$ cat src/rtl/xiphos_serial_pkg.sv
// rtl/xiphos_serial_pkg.sv - shared types and helpers for the serial parity link
package xiphos_serial_pkg;

    typedef enum logic [2:0] {
        IDLE,
        START,
        DATA,
        PARITY,
        STOP,
        BREAK
    } rx_state_t;

    localparam logic RX_IDLE_LEVEL = 1'b1;

    // XOR of the low n bits of v; the transmitter uses the same definition.
    function automatic logic xor_reduce(logic [15:0] v, int n);
        logic r;
        r = 1'b0;
        for (int i = 0; i < 16; i++) begin
            if (i < n) r = r ^ v[i];
        end
        return r;
    endfunction

endpackage

$ cat src/rtl/parity_frame_rx_bit_sync.sv
// rtl/parity_frame_rx_bit_sync.sv - two-flop synchronizer with selectable reset level
module bit_sync #(
    parameter logic RST_VAL = 1'b0
) (
    input  logic clk,
    input  logic rst_n,
    input  logic d,
    output logic q
);

    logic meta;

    always_ff @(posedge clk or negedge rst_n) begin
        if (!rst_n) begin
            meta <= RST_VAL;
            q    <= RST_VAL;
        end else begin
            meta <= d;
            q    <= meta;
        end
    end

endmodule

$ cat src/rtl/parity_frame_rx.sv
// rtl/parity_frame_rx.sv - serial receiver and XOR-parity checker for start/data/parity/stop frames
module parity_frame_rx
    import xiphos_serial_pkg::*;
#(
    parameter int DATA_W       = 8,
    parameter int CLKS_PER_BIT = 16,
    parameter int PARITY_ODD   = 0
) (
    input  logic              clk,
    input  logic              rst_n,
    input  logic              rx,
    output logic [DATA_W-1:0] data_out,
    output logic              valid,
    output logic              parity_err,
    output logic              frame_err,
    output logic              busy
);

    localparam int CNT_W = (CLKS_PER_BIT > 1) ? $clog2(CLKS_PER_BIT) : 1;
    localparam int IDX_W = (DATA_W > 1) ? $clog2(DATA_W) : 1;
    localparam logic [CNT_W-1:0] CNT_HALF = CNT_W'(CLKS_PER_BIT / 2 - 1);
    localparam logic [CNT_W-1:0] CNT_LAST = CNT_W'(CLKS_PER_BIT - 1);
    localparam logic [IDX_W-1:0] IDX_LAST = IDX_W'(DATA_W - 1);
    localparam logic             ODD      = (PARITY_ODD != 0);

    rx_state_t         state, state_n;
    logic              rxs;
    logic [CNT_W-1:0]  cnt;
    logic [IDX_W-1:0]  idx;
    logic              acc;
    logic              perr;
    logic [DATA_W-1:0] shreg;
    logic              half_tick;
    logic              bit_end;

    bit_sync #(.RST_VAL(RX_IDLE_LEVEL)) u_sync (
        .clk   (clk),
        .rst_n (rst_n),
        .d     (rx),
        .q     (rxs)
    );

    assign half_tick = (cnt == CNT_HALF);
    assign bit_end   = (cnt == CNT_LAST);
    assign busy      = (state != IDLE);

    always_ff @(posedge clk or negedge rst_n) begin
        if (!rst_n) state <= IDLE;
        else        state <= state_n;
    end

    always_comb begin
        state_n = state;
        case (state)
            IDLE:    if (!rxs) state_n = START;
            START:   if (half_tick) state_n = rxs ? IDLE : DATA;
            DATA:    if (bit_end && idx == IDX_LAST) state_n = PARITY;
            PARITY:  if (bit_end) state_n = STOP;
            STOP:    if (bit_end) state_n = rxs ? IDLE : BREAK;
            BREAK:   if (rxs) state_n = IDLE;
            default: state_n = IDLE;
        endcase
    end

    // Datapath: after the half-bit start check, every sample lands one full bit later.
    always_ff @(posedge clk or negedge rst_n) begin
        if (!rst_n) begin
            cnt        <= '0;
            idx        <= '0;
            acc        <= 1'b0;
            perr       <= 1'b0;
            shreg      <= '0;
            data_out   <= '0;
            valid      <= 1'b0;
            parity_err <= 1'b0;
            frame_err  <= 1'b0;
        end else begin
            valid <= 1'b0;
            case (state)
                START: begin
                    if (half_tick) begin
                        cnt <= '0;
                        idx <= '0;
                        acc <= 1'b0;
                    end else begin
                        cnt <= cnt + 1'b1;
                    end
                end
                DATA: begin
                    if (bit_end) begin
                        cnt        <= '0;
                        shreg[idx] <= rxs;
                        acc        <= acc ^ rxs;
                        if (idx != IDX_LAST) idx <= idx + 1'b1;
                    end else begin
                        cnt <= cnt + 1'b1;
                    end
                end
                PARITY: begin
                    if (bit_end) begin
                        cnt  <= '0;
                        perr <= acc ^ rxs ^ ODD;
                    end else begin
                        cnt <= cnt + 1'b1;
                    end
                end
                STOP: begin
                    if (bit_end) begin
                        cnt        <= '0;
                        data_out   <= shreg;
                        parity_err <= perr;
                        frame_err  <= ~rxs;
                        valid      <= 1'b1;
                    end else begin
                        cnt <= cnt + 1'b1;
                    end
                end
                default: cnt <= '0;
            endcase
        end
    end

endmodule

$ cat config.mk
export PLATFORM = sky130hd
export DESIGN_NAME = parity_frame_rx
export DESIGN_NICKNAME = d
export VERILOG_FILES = /design/src/rtl/xiphos_serial_pkg.sv /design/src/rtl/parity_frame_rx_bit_sync.sv /design/src/rtl/parity_frame_rx.sv
export SDC_FILE = /design/constraint.sdc
export NUM_CORES = 1
export LEC_CHECK = 0
export ABC_CLOCK_PERIOD_IN_PS = 1960
export CAP_MARGIN = 40
export CORE_MARGIN = 2
export CORE_UTILIZATION = 35
export DETAILED_ROUTE_END_ITERATION = 12
export GPL_TIMING_DRIVEN = 0
export HOLD_SLACK_MARGIN = 0.05
export PLACE_DENSITY = 0.64
export SYNTH_ARGS = -nofsm -noshare
export SYNTH_HDL_FRONTEND = slang
export SYNTH_SLANG_ARGS = --single-unit
$ cat constraint.sdc
create_clock -name clk -period 1.96 [get_ports clk]
set_input_delay 0.588 -clock clk [delete_from_list [all_inputs] [get_ports clk]]
set_output_delay 0.588 -clock clk [all_outputs]
set_load 0.05 [all_outputs]
# [Word level (Yosys, flattened, before mapping)]
# Index checks and enable logic that the tools add are counted.
[classes] n_addsub=2 order_cmp=2 eq_ne=17 mux=24 n_bitwise=2 n_reduce_logical=12
[op_table] op="two-way mux 3 bit" n=10
[op_table] op="one-hot mux 3 bit (6 select lines)" n=1
[op_table] op="!= test 2 bit (second input constant)" n=7
[op_table] op="== test 3 bit (second input constant)" n=3
[op_table] op="bitwise mux 8 bit" n=1
[op_table] op="two-way mux 4 bit" n=2
[op_table] op="one-hot mux 4 bit (2 select lines)" n=1
[op_table] op="== test 3 x 2 -> 1 bit (second input constant)" n=2
[op_table] op="one-hot mux 3 bit (2 select lines)" n=1
[op_table] op="AND reduction 2 bit" n=3
[op_table] op="AND reduction 6 bit" n=1
[op_table] op="two-way mux 1 bit" n=5
[op_table] op="adder 4 x 1 -> 4 bit (second input constant)" n=1
[op_table] op="== test 4 x 3 -> 1 bit (second input constant)" n=1
[op_table] op="== test 4 bit (second input constant)" n=1
[op_table] op="< comparator 3 x 4 -> 1 bit (second input constant)" n=1
[op_table] op="AND reduction 4 bit" n=1
[op_table] op="adder 3 x 1 -> 3 bit (second input constant)" n=1
[op_table] op="demux 1 bit (select 3 bit)" n=1
[op_table] op="== test 3 x 1 -> 1 bit (second input constant)" n=1
[op_table] op="greater-or-equal comparator 3 x 1 -> 1 bit (second input constant)" n=1
[op_table] op="logical NOT 3 bit" n=1
[op_table] op="!= test 3 bit (second input constant)" n=1
[op_table] op="AND reduction 3 bit" n=1
[op_table] op="other kinds (9)" n=10
[word_totals] regBits=33 input_bits=3 elab_cells=71

# [Logic depth before layout (Yosys ltp)]
# Gate-level depths: netlist of the first run.
[logic_depth] ltp_word=5 mapped_depth=6 ltp_nobuf=6

# [By module]
# From an unflattened synthesis of the first run, not the netlist that was laid out.
[unflattened] hier_cells=137 hier_area_um2=1682.9
[by_module_without_submodules] module="parity_frame_rx" n_inst=1 cells_each=135 area_each_um2=1630.3 seq_area_each_um2=775.7
[by_module_without_submodules] module="bit_sync" n_inst=1 cells_each=2 area_each_um2=52.6 seq_area_each_um2=52.6

# [Worst setup path after synthesis of the first run]
# Ideal clock, no wire load.
[synth_path] kind="register to register" start="reg state[2]" end="reg shreg[4]" setup_time_ps=125 t_arrival_ps=1704 required_ps=1835 path_slack_ps=131 path_stages_with_launch=5 path_buffers=0 cell_sequence="dfrtp_1 -> or3b_4 -> or3_4 -> nor3b_2 -> mux2_2"
[synth_via] elab_chain_cells=2
[synth_lines] item="start, declared" line_no="parity_frame_rx.sv:26" text="rx_state_t state, state_n;"
[synth_lines] item="start signal, assigned" line_no="parity_frame_rx.sv:49" text="else state <= state_n;"
[synth_lines] item="== test 3 x 2 -> 1 bit" line_no="parity_frame_rx.sv:79" text="case (state)"
[synth_lines] item="AND reduction 2 bit (no line)"
[synth_lines] item="end signal, assigned by index" line_no="parity_frame_rx.sv:92" text="shreg[idx] <= rxs;"
[synth_lines] item="end, declared" line_no="parity_frame_rx.sv:32" text="logic [DATA_W-1:0] shreg;"
# No other way between the ends.
# A chain may end at the register's enable or synchronous reset.

# [Final worst setup path of the first run]
[layout_path] start="reg state[1]" end="reg shreg[1]"
# The elaborated chain is that of the path after synthesis.

==> results of run 1 <==
-- final cells by class --
| class | count | area [um2] |
|---|---|---|
| inverters | 4 | 15.0 |
| clock inverters | 2 | 10.0 |
| fillers | 427 | 2410 |
| well taps | 52 | 65.1 |
| multi-input cells | 89 | 713 |
| flip-flops and latches | 33 | 830 |
| clock buffers | 6 | 72.6 |
| plain buffers | 8 | 47.5 |
| repair buffers | 19 | 160 |
-- critical path, cell delays in order (launching register included) --
cell and delay (ns):
dfrtp_1 0.34, buf_6 0.12, or3b_4 0.42, or3_4 0.38, nor3b_2 0.22, mux2_4 0.31
-- cells by family after synthesis --
kind of cell    count (synthesis)  share of synthesized area, %
flops                          33                          53.1
mux                            23                          16.3
buf+inv                        12                          3.29
fa+ha+maj                       3                          2.41
compound gates                 17                          7.30
simple gates                   43                          16.0
xor+xnor                        3                          1.68
-- per-layer routing --
metal  share of wire [%]  vias to the layer above  global-route usage (%)
met5                   0                        -                       0
met4                 1.8                        0                    6.71
met3                 3.5                        8                    4.27
met2                  52                       23                    21.9
met1                  42                      579                    13.9
li1                    -                      523                       -
-- registers in the layout, summed over array words and instances, names as in the netlist --
name         flops
data_out         8
shreg            8
cnt              4
idx              3
state            3
acc              1
frame_err        1
parity_err       1
perr             1
u_sync.meta      1
u_sync.q         1
valid            1
-- worst paths after layout --
path	cells past startpoint	end	from	slack (ns)
max reg2reg	5	shreg[1]	state[1]	0.04
min reg2reg	0	u_sync.q	u_sync.meta	0.35
max in group asynchronous	1	state[2]	rst_n	1.10
min in group clk	0	u_sync.q	u_sync.meta	0.35
max	5	shreg[1]	state[1]	0.04
min	1	cnt[0]	rst_n	0.35
-- through the flow --
step	setup TNS [ns]	area [um2]	hold slack, ns	cells	total power [mW]
final	0	1910	0.349	213	2.18
after global routing	-0.0299	1910	0.364	213	2.31
after CTS	-0.00810	1850	0.356	208	2.09
after detailed placement	-0.865	1760	0.347	200	1.56
after global placement	-9.61	1770	0.346	200	1.52
after floorplan	0	1560	0.292	134	1.40
-- power by group through the flow --
stage               logic, mW  clock network (mW)  registers [mW]
floorplan               0.520                   0           0.878
global placement        0.621                   0           0.894
detailed placement      0.659                   0           0.903
CTS                     0.693               0.497           0.895
global route            0.871               0.529           0.912
finish                  0.795               0.488           0.896
-- cell usage in the layout (no fill, tap or decap), types with 2 or more instances in the layout --
cell / count
nor3b_1: 2
dfrtp_1: 30
inv_1: 3
a21oi_1: 3
mux2_4: 2
dfstp_2: 2
o21ai_0: 8
dlygate4sd2_1: 11
mux2_2: 17
nand2_1: 6
buf_4: 6
buf_6: 2
nor3b_2: 2
xor2_1: 2
clkbuf_8: 5
mux2i_1: 4
and3_1: 4
nand3b_1: 4
buf_2: 3
nand3_1: 5
nor2_1: 9
ha_1: 3
clkinv_2: 2
clkbuf_1: 3
-- timing repair --
| item | 4_1_cts | 5_1_grt |
|---|---|---|
| setup buffers | 0 | 5 |
| cloned | 0 | 0 |
| pin swaps | 0 | 3 |
| resized for setup | 25 | 9 |
| setup endpoints to repair | 20 | 5 |
==> metrics.txt, run 1 <==
pwr/cell area=1140 nW/um2; layout cell share with drive strength beyond 1=34.2%; Die Y=70.8 um; Clock power frac=around 22%; HPWL after DPL=2040 um; Netlist Area Pre-Place=approximately 1600 um2; Final min period=between 1.5 and 2 ns; CP required=2.13 ns; register bit total from synthesis=33; site row count=24; Tcrit/Tclk final=98.0%; share of flip-flops with an asynchronous set or reset=100%; largest net degree at the start of global routing=34; Layout Utilization=about 44%; synth top area cells=dfrtp_1 50%, mux2_2 14%, dfstp_2 3.4%, mux2i_1 2.6%, o21ai_0 2.6%; Yosys top cell by area=dfrtp_1; P&R area growth vs syn=22.6%; Nets=166; first-pass GRT wire length=around 4900 um; gr ovfl total=0; crit path DAT=2.09 ns; die area=5010 um2; CTS tree=yes; final hold vios=0; worst-margin pin slew=between 0.7 and 0.8 ns; Seq pwr share=41.1%; Cells after Synth=134; wirelength, routed=3070 um; clk buf depth=2; Pleak=0.940 nW; Post-Place Worst Slack=-0.454 ns; Final Max Tran Viols=0; switching portion of total power=35.5%; I/O pin count=15; Fin Clk Skew=between 0.01 and 0.015 ns; ys flop type=dfrtp_1; Post-synth top cells=31 x dfrtp_1, 19 x mux2_2, 10 x nor2_1; CTS root buf=clkbuf_8; Synth Area per Inst=11.6 um2; vias per cell=5.32; Startpoint Class=flop; via count=approximately 1,100; drt drc=0; Total GRT Usage=12.8%; antenna-violating nets left=0; synthesized net count=140; worst skew pair latency=roughly 0.29 ns; count leader, synth=dfrtp_1; Final WS setup=0.0393 ns; Iter 0 DRT Violations=28; Fmax achieved=521 MHz; number of synthesized flops with an enable pin=0; Final Setup Violations=0; Reg clk slew, reported paths=0.07 ns; outcome=completed; core area=between 4000 and 5000 um2; CP Class=reg2reg; vias in the first global route=about 1,100; Die X=a little over 70 um; Crit. End Element=flop; initial core utilization=36.1%; CTS H-Tree Depth=2; CP Max Fanout=7; yosys warns=0; slew margin rel.=52.2%; Psw=0.774 mW; WL per Instance=~14 um; Max IR drop VDD=677 uV; Seq/Total Area, Yosys=53.1%; # port buffers=14; area share of the largest cell type after synthesis=49.7%; Antenna Diode Count=0; # clock sinks=33; Int Pwr=1.41 mW; 1st-pass router iterations=4; hold buffers post-CTS=0; RSZ-0062 raised after global routing=yes; Distinct cells, synth=34; initial antenna violation count=0; Num CTS Buffers=5; routability cong.=between 0.9 and 1; total of max-cap violations=0; worst min path class=in2async; Combinational Power Share=36.5%
No activity file was read; power rests on OpenSTA's default activity.
==> inputs of run 2 (changes only) <==
--- a/config.mk
+++ b/config.mk
@@ -5,6 +5,7 @@
 export SDC_FILE = /design/constraint.sdc
 export NUM_CORES = 1
 export LEC_CHECK = 0
+export ABC_AREA = 1
 export ABC_CLOCK_PERIOD_IN_PS = 1960
 export CAP_MARGIN = 40
 export CORE_MARGIN = 2
==> run 2 against run 1 <==
  * Count of clock-buffer cells in the layout down 1
  * Register-to-register slack better by 0.33 ns
  * Hold slack got worse by 0.0068 ns
  * Total power decreased by 2.7%
  * Area after synthesis increased by 4.7%
  * Die area is 4.5% higher
  * Wire length decreased by 4.6%
  * Via count rose by 12%
  * Flip-flop and latch count did not move
  * Synthesized cell count rose by 43%
  * Highest routed layer unchanged
==> metrics.txt, run 2 <==
vias in the first global route=1,171 (was 1,107); 1st-pass router iterations=4 (unchanged); Yosys top cell by area=dfrtp_1 (unchanged); layout cell share with drive strength beyond 1=15.0% (was 34.2%); ys flop type=dfrtp_1 (unchanged); die area=5230 um2 (was 5010 um2); total power draw=2.12 mW (was 2.18 mW); Hold Worst Slack=0.343 ns (was 0.349 ns); Nets=219 (was 166); synthesized net count=198 (was 140); grt met1 use=16.7% (was 13.9%); antenna-violating nets left=0 (unchanged); fin cells=266 (was 213); initial core utilization=37.0% (was 36.1%); CP required=1.37 ns (was 2.13 ns); CTS H-Tree Depth=2 (unchanged); pwr/cell area=1110 nW/um2 (was 1140 nW/um2); final hold vios=0 (unchanged); HPWL after DPL=2150 um (was 2040 um); core area=4410 um2 (was 4320 um2); number of synthesized flops with an enable pin=0 (unchanged); vias per cell=4.79 (was 5.32); Die X=72.3 um (was 70.8 um); Netlist Area Pre-Place=1630 um2 (was 1560 um2); Post-synth top cells=56 x nand2_1, 31 x dfrtp_1, 15 x inv_1, 15 x nor2_1 (was 31 x dfrtp_1, 19 x mux2_2, 10 x nor2_1); worst-margin pin slew=0.716 ns (was 0.717 ns); register bit total from synthesis=33 (unchanged); CP Class=reg2out (was reg2reg); slew margin rel.=52.3% (was 52.2%); clk buf depth=2 (unchanged); WL per Instance=11.0 um (was 14.4 um); Cells after Synth=192 (was 134); Pleak=1.01 nW (was 0.940 nW); via count=1,274 (was 1,133); Antenna Diode Count=0 (unchanged); Final Setup Violations=0 (unchanged); drt drc=0 (unchanged); Tcrit/Tclk final=93.7% (was 98.0%); I/O pin count=15 (unchanged); dpl cells=258 (was 200); yosys warns=0 (unchanged); routability cong.=0.785 (was 0.902); worst min path class=in2async (unchanged); CTS tree=yes (unchanged); site row count=24 (unchanged); largest net degree at the start of global routing=34 (unchanged); fillers=443 (was 427); CP Max Fanout=6 (was 7); wirelength, routed=2930 um (was 3070 um); outcome=completed (unchanged); Crit. End Element=output pin (was flop); Max IR drop VDD=521 uV (was 677 uV); RSZ-0062 raised after global routing=no (was yes); sum of negative setup slack=0 ns (unchanged); Total GRT Usage=13.2% (was 12.8%); Die Y=72.3 um (was 70.8 um); worst skew pair latency=0.29 ns (about the same); # port buffers=14 (unchanged); count leader, synth=nand2_1 (was dfrtp_1); first-pass GRT wire length=5240 um (was 4940 um); gr ovfl total=0 (unchanged); GRT met2 Usage=20.2% (was 21.9%); Startpoint Class=flop (unchanged); CTS root buf=clkbuf_8 (unchanged); grt peak-use layer=met2 (unchanged); # clock sinks=33 (unchanged); Fmax achieved=544 MHz (was 521 MHz); Setup Buffers After CTS=0 (unchanged); most frequent cells in the layout=56 x nand2_1, 31 x dfrtp_1, 15 x inv_1, 15 x nor2_1 (was 30 x dfrtp_1, 17 x mux2_2, 11 x dlygate4sd2_1, 9 x nor2_1, 8 x o21ai_0); Final min period=1.84 ns (was 1.92 ns); crit path DAT=1.25 ns (was 2.09 ns); met3 Track Usage GR=3.75% (was 4.27%); Regs by FF count=data_out (8), shreg (8), cnt (4) (unchanged); initial antenna violation count=0 (unchanged); Iter 0 DRT Violations=89 (was 28); synth top area cells=dfrtp_1 47%, nand2_1 13%, nand3_1 4.0%, o21ai_0 4.0%, inv_1 3.4% (was dfrtp_1 50%, mux2_2 14%, dfstp_2 3.4%, mux2i_1 2.6%, o21ai_0 2.6%); Reg clk slew, reported paths=0.07 ns (about the same); share of flip-flops with an asynchronous set or reset=100% (unchanged); total of max-cap violations=0 (unchanged); P&R area growth vs syn=16.4% (was 22.6%); Num CTS Buffers=5 (unchanged); area share of the largest cell type after synthesis=47.5% (was 49.7%); most common cell after layout, fill and taps aside=nand2_1 (was dfrtp_1); Final Max Tran Viols=0 (unchanged); Fin Clk Skew=0.00865 ns (was 0.0124 ns); Seq/Total Area, Yosys=50.7% (was 53.1%); Synth Area per Inst=8.51 um2 (was 11.6 um2); Distinct cells, synth=28 (was 34)
-- run 2: changes by cell type after synthesis, moves of 5 or more --
cell     previous run  this run
o21ai_0             8        13
nand3_1             6        13
nor2_1             10        15
mux2_2             19         0
nand2_1             7        56
inv_1               4        15
o21ai_1             0        11
-- run 2: critical path, stage by stage (launching register included) --
cell     delay (ns)
dfrtp_1        0.48
inv_4          0.09
nand3_1        0.12
buf_2          0.28
-- run 2: repair_timing --
action | 4_1_cts | 5_1_grt
hold buffers | 0 | 0
setup endpoints to repair | 12 | 1
gates resized for setup | 14 | 2
pin swaps | 0 | 0
-- run 2: report_power, final --
group	internal (mW)	switching (mW)	total, mW
clock network	0.245	0.258	0.503
registers	0.760	0.0840	0.844
logic	0.251	0.521	0.773
-- run 2: worst paths after layout --
kind | start | endpoint | slack [ns] | cells past startpoint
max in group asynchronous | rst_n | state[2] | 1.15 | 1
worst min-delay path | rst_n | cnt[0] | 0.34 | 1
min in group clk | u_sync.meta | u_sync.q | 0.36 | 0
worst max register to register | cnt[0] | data_out[5] | 0.37 | 7
worst max-delay path | state[2] | busy | 0.12 | 3
worst min register to register | u_sync.meta | u_sync.q | 0.36 | 0
-- run 2: logic make-up (layout without fill, tap and decap cells) --
logic type	Yosys count	after routing	share of synthesized area, %
buffers and inverters	24	46	6.51
and+or+nand+nor	101	101	30.5
DFF	33	33	50.7
AOI/OAI and AO/OA	29	29	8.96
xor gates and xnor gates	2	2	1.07
adders and majority gates	3	3	2.30
-- run 2: per-layer routing --
layer | share of wire [%] | vias up
li1 | - | 658
met1 | 49 | 593
met2 | 45 | 17
met3 | 3.3 | 6
met4 | 2.8 | 0
met5 | 0 | -
-- run 2: final cells by class --
cell class	instances	area, um2	share of cell area [%]
sequential	33	828	43.6
tap	52	65.1	3.42
multi-input combinational	135	699	36.8
timing repair buffer	14	116	6.12
clock inverter	3	17.5	0.921
inverter	19	75.1	3.95
buffer	5	31.3	1.64
clock buffer	5	68.8	3.62
-- run 2: through the flow --
step,setup slack (ns),cell area [um2],util [%]
floorplan,0.380,1630,-
global placement,-0.378,1840,41.7
detailed placement,-0.115,1830,41.6
CTS,-0.00457,1910,43.2
global route,0.0555,1900,43.1
finish,0.123,1900,43.1
==> RTL change (settings of run 1) <==
Change the parameter `CLKS_PER_BIT` from 16 to 8.
--- a/src/rtl/parity_frame_rx.sv
+++ b/src/rtl/parity_frame_rx.sv
@@ -3,7 +3,7 @@
     import xiphos_serial_pkg::*;
 #(
     parameter int DATA_W       = 8,
-    parameter int CLKS_PER_BIT = 16,
+    parameter int CLKS_PER_BIT = 8,
     parameter int PARITY_ODD   = 0
 ) (
     input  logic              clk,
Behaviour: not the same (a bounded check fails within 10 cycles, from zero or initial values and one cycle with rst_n low).
==> RTL change against run 1 <==
Core utilization increased by 0.78 points; routed wire length decreased by 5.1%; setup slack got worse by 0.029 ns; largest cell class unchanged; area after synthesis decreased by 1.5%; largest power group unchanged; sequential cell count decreased by 1; synthesized cell count decreased by 8.2%; clock power increased by 42%; cell area increased by 1.0%; fmax decreased by 1.5%; power decreased by 2.8%.
==> RTL change: results (changes against run 1) <==
first-pass GRT wire length 4816 um (-2.5%); top cells by area, synth dfrtp_1, mux2_2, ha_1; Syn Nets 132 (-5.7%); Synth cell types 40 (+18%); outcome completed; Hold Crit Class flip-flop to flip-flop; hold depth 0; Port Buffers 14 (unchanged); Seq/Total Area, Yosys 0.5228 (-0.008073); Post-synth ARST share 1.000 (unchanged); R2R cell count 6 (+1); Num CTS Buffers 5 (unchanged); dpl hpwl 1994 um (-2.5%); largest net degree at the start of global routing 21 (-38%); Max Cap Viol 0 (unchanged); leakage 0.9309 nW (-0.94%); Pre-antenna DRT Iters 4 (unchanged); maximum vdd drop 0.3075 mV (-55%); Critical Path Source state[2]; initial antenna violation count 0 (unchanged); routability cong. 0.7921 (-12%); Clock Skews 0.005647 ns (-0.006739 ns); EDFF count, synth 0 (unchanged); r2r endpoint shreg[3]; Root Buffer clkbuf_8; Min-Delay Startpoint u_sync.meta; worst hold path endpoint u_sync.q; Total Wirelength 2914 um (-5.1%); Ys Warns 0 (unchanged); clock tree buffer depth 2 (unchanged); Seq group 800 uW (-11%); layout cell share with drive strength beyond 1 0.3267 (-0.01495); Ant. Diodes 0 (unchanged); WHS 0.3556 ns (+0.006155 ns); Fillers 397 (-7.0%); Critical Path End busy; logic gate share of total power 0.296 (-0.069); r2r setup slk 0.13 ns (+0.09 ns); final layout net count 158 (-4.8%); worst skew pair latency 0.28 ns; clock-pin slew of the registers on the worst-case setup and hold paths 0.06 ns; Slew @ Worst Pin 0.6296 ns (-0.08742 ns); top flop regs data_out (8), shreg (8); worst r2r src cnt[0]; total track usage 0.1263 (-0.001296); CTS HTree Levels 2 (unchanged); Max FO, Critical Path 10 (+3); initial drt markers 86 (+210%); Worst Path Arrival 1.36 ns (-0.73 ns); synth cell count leaders dfrtp_1, mux2_2, ha_1; internal power 1.508 mW (+7.2%); vias per std cell 5.084 (-4.4%)
## RTL change: area by class of cell
cell class              instances  area share
multi-input cells              75      0.3430
clock buffers                   7     0.04984
inverters                       5    0.009709
clock inverters                 1     0.01553
flip-flops and latches         32      0.4162
well taps                      52     0.03366
repair buffers                 19     0.09126
plain buffers                  11     0.04078
## RTL change: cell families after synthesis
group,after synthesis,synth area share
AND/OR/NAND/NOR,30,0.1441
multiplexers,20,0.1466
flip-flops,32,0.5228
adder cells (fa/ha/maj),6,0.04886
XOR/XNOR,1,0.005701
AO/OA/AOI/OAI,18,0.07899
buffers and inverters,16,0.05293
## RTL change: repair_timing
action / 4_1_cts / 5_1_grt
setup buffers: 2 / 2
pin swaps: 0 / 0
resized for setup: 24 / 3
setup endpoints to repair: 12 / 2
endpoints found under the hold margin: 0 / 0
## RTL change: metrics by stage
| step | cell area, sq um | cells | setup WS, ns | TNS (ns) | power, mW |
|---|---|---|---|---|---|
| floorplan | 1536 | 123 | 0.2434 | 0 | 1.206 |
| global placement | 1742 | 189 | -0.3657 | -8.322 | 1.311 |
| detailed placement | 1757 | 190 | -0.3910 | -0.3910 | 1.339 |
| CTS | 1904 | 200 | -0.003061 | -0.003061 | 2.082 |
| global route | 1933 | 202 | -0.02565 | -0.02565 | 2.230 |
| finish | 1933 | 202 | 0.01044 | 0 | 2.119 |
## RTL change: critical path, cell delays in order (launching register included)
cell	delay, ns
dfrtp_2	0.42
clkbuf_8	0.16
or3_4	0.34
buf_8	0.16
## RTL change: layer usage
metal	up-vias	GRT usage	wire (um)
met2	17	0.2034	1404
li1	498	-	-
met3	5	0.03896	90
met4	0	0.05769	52
met1	507	0.1545	1366
met5	-	0	0
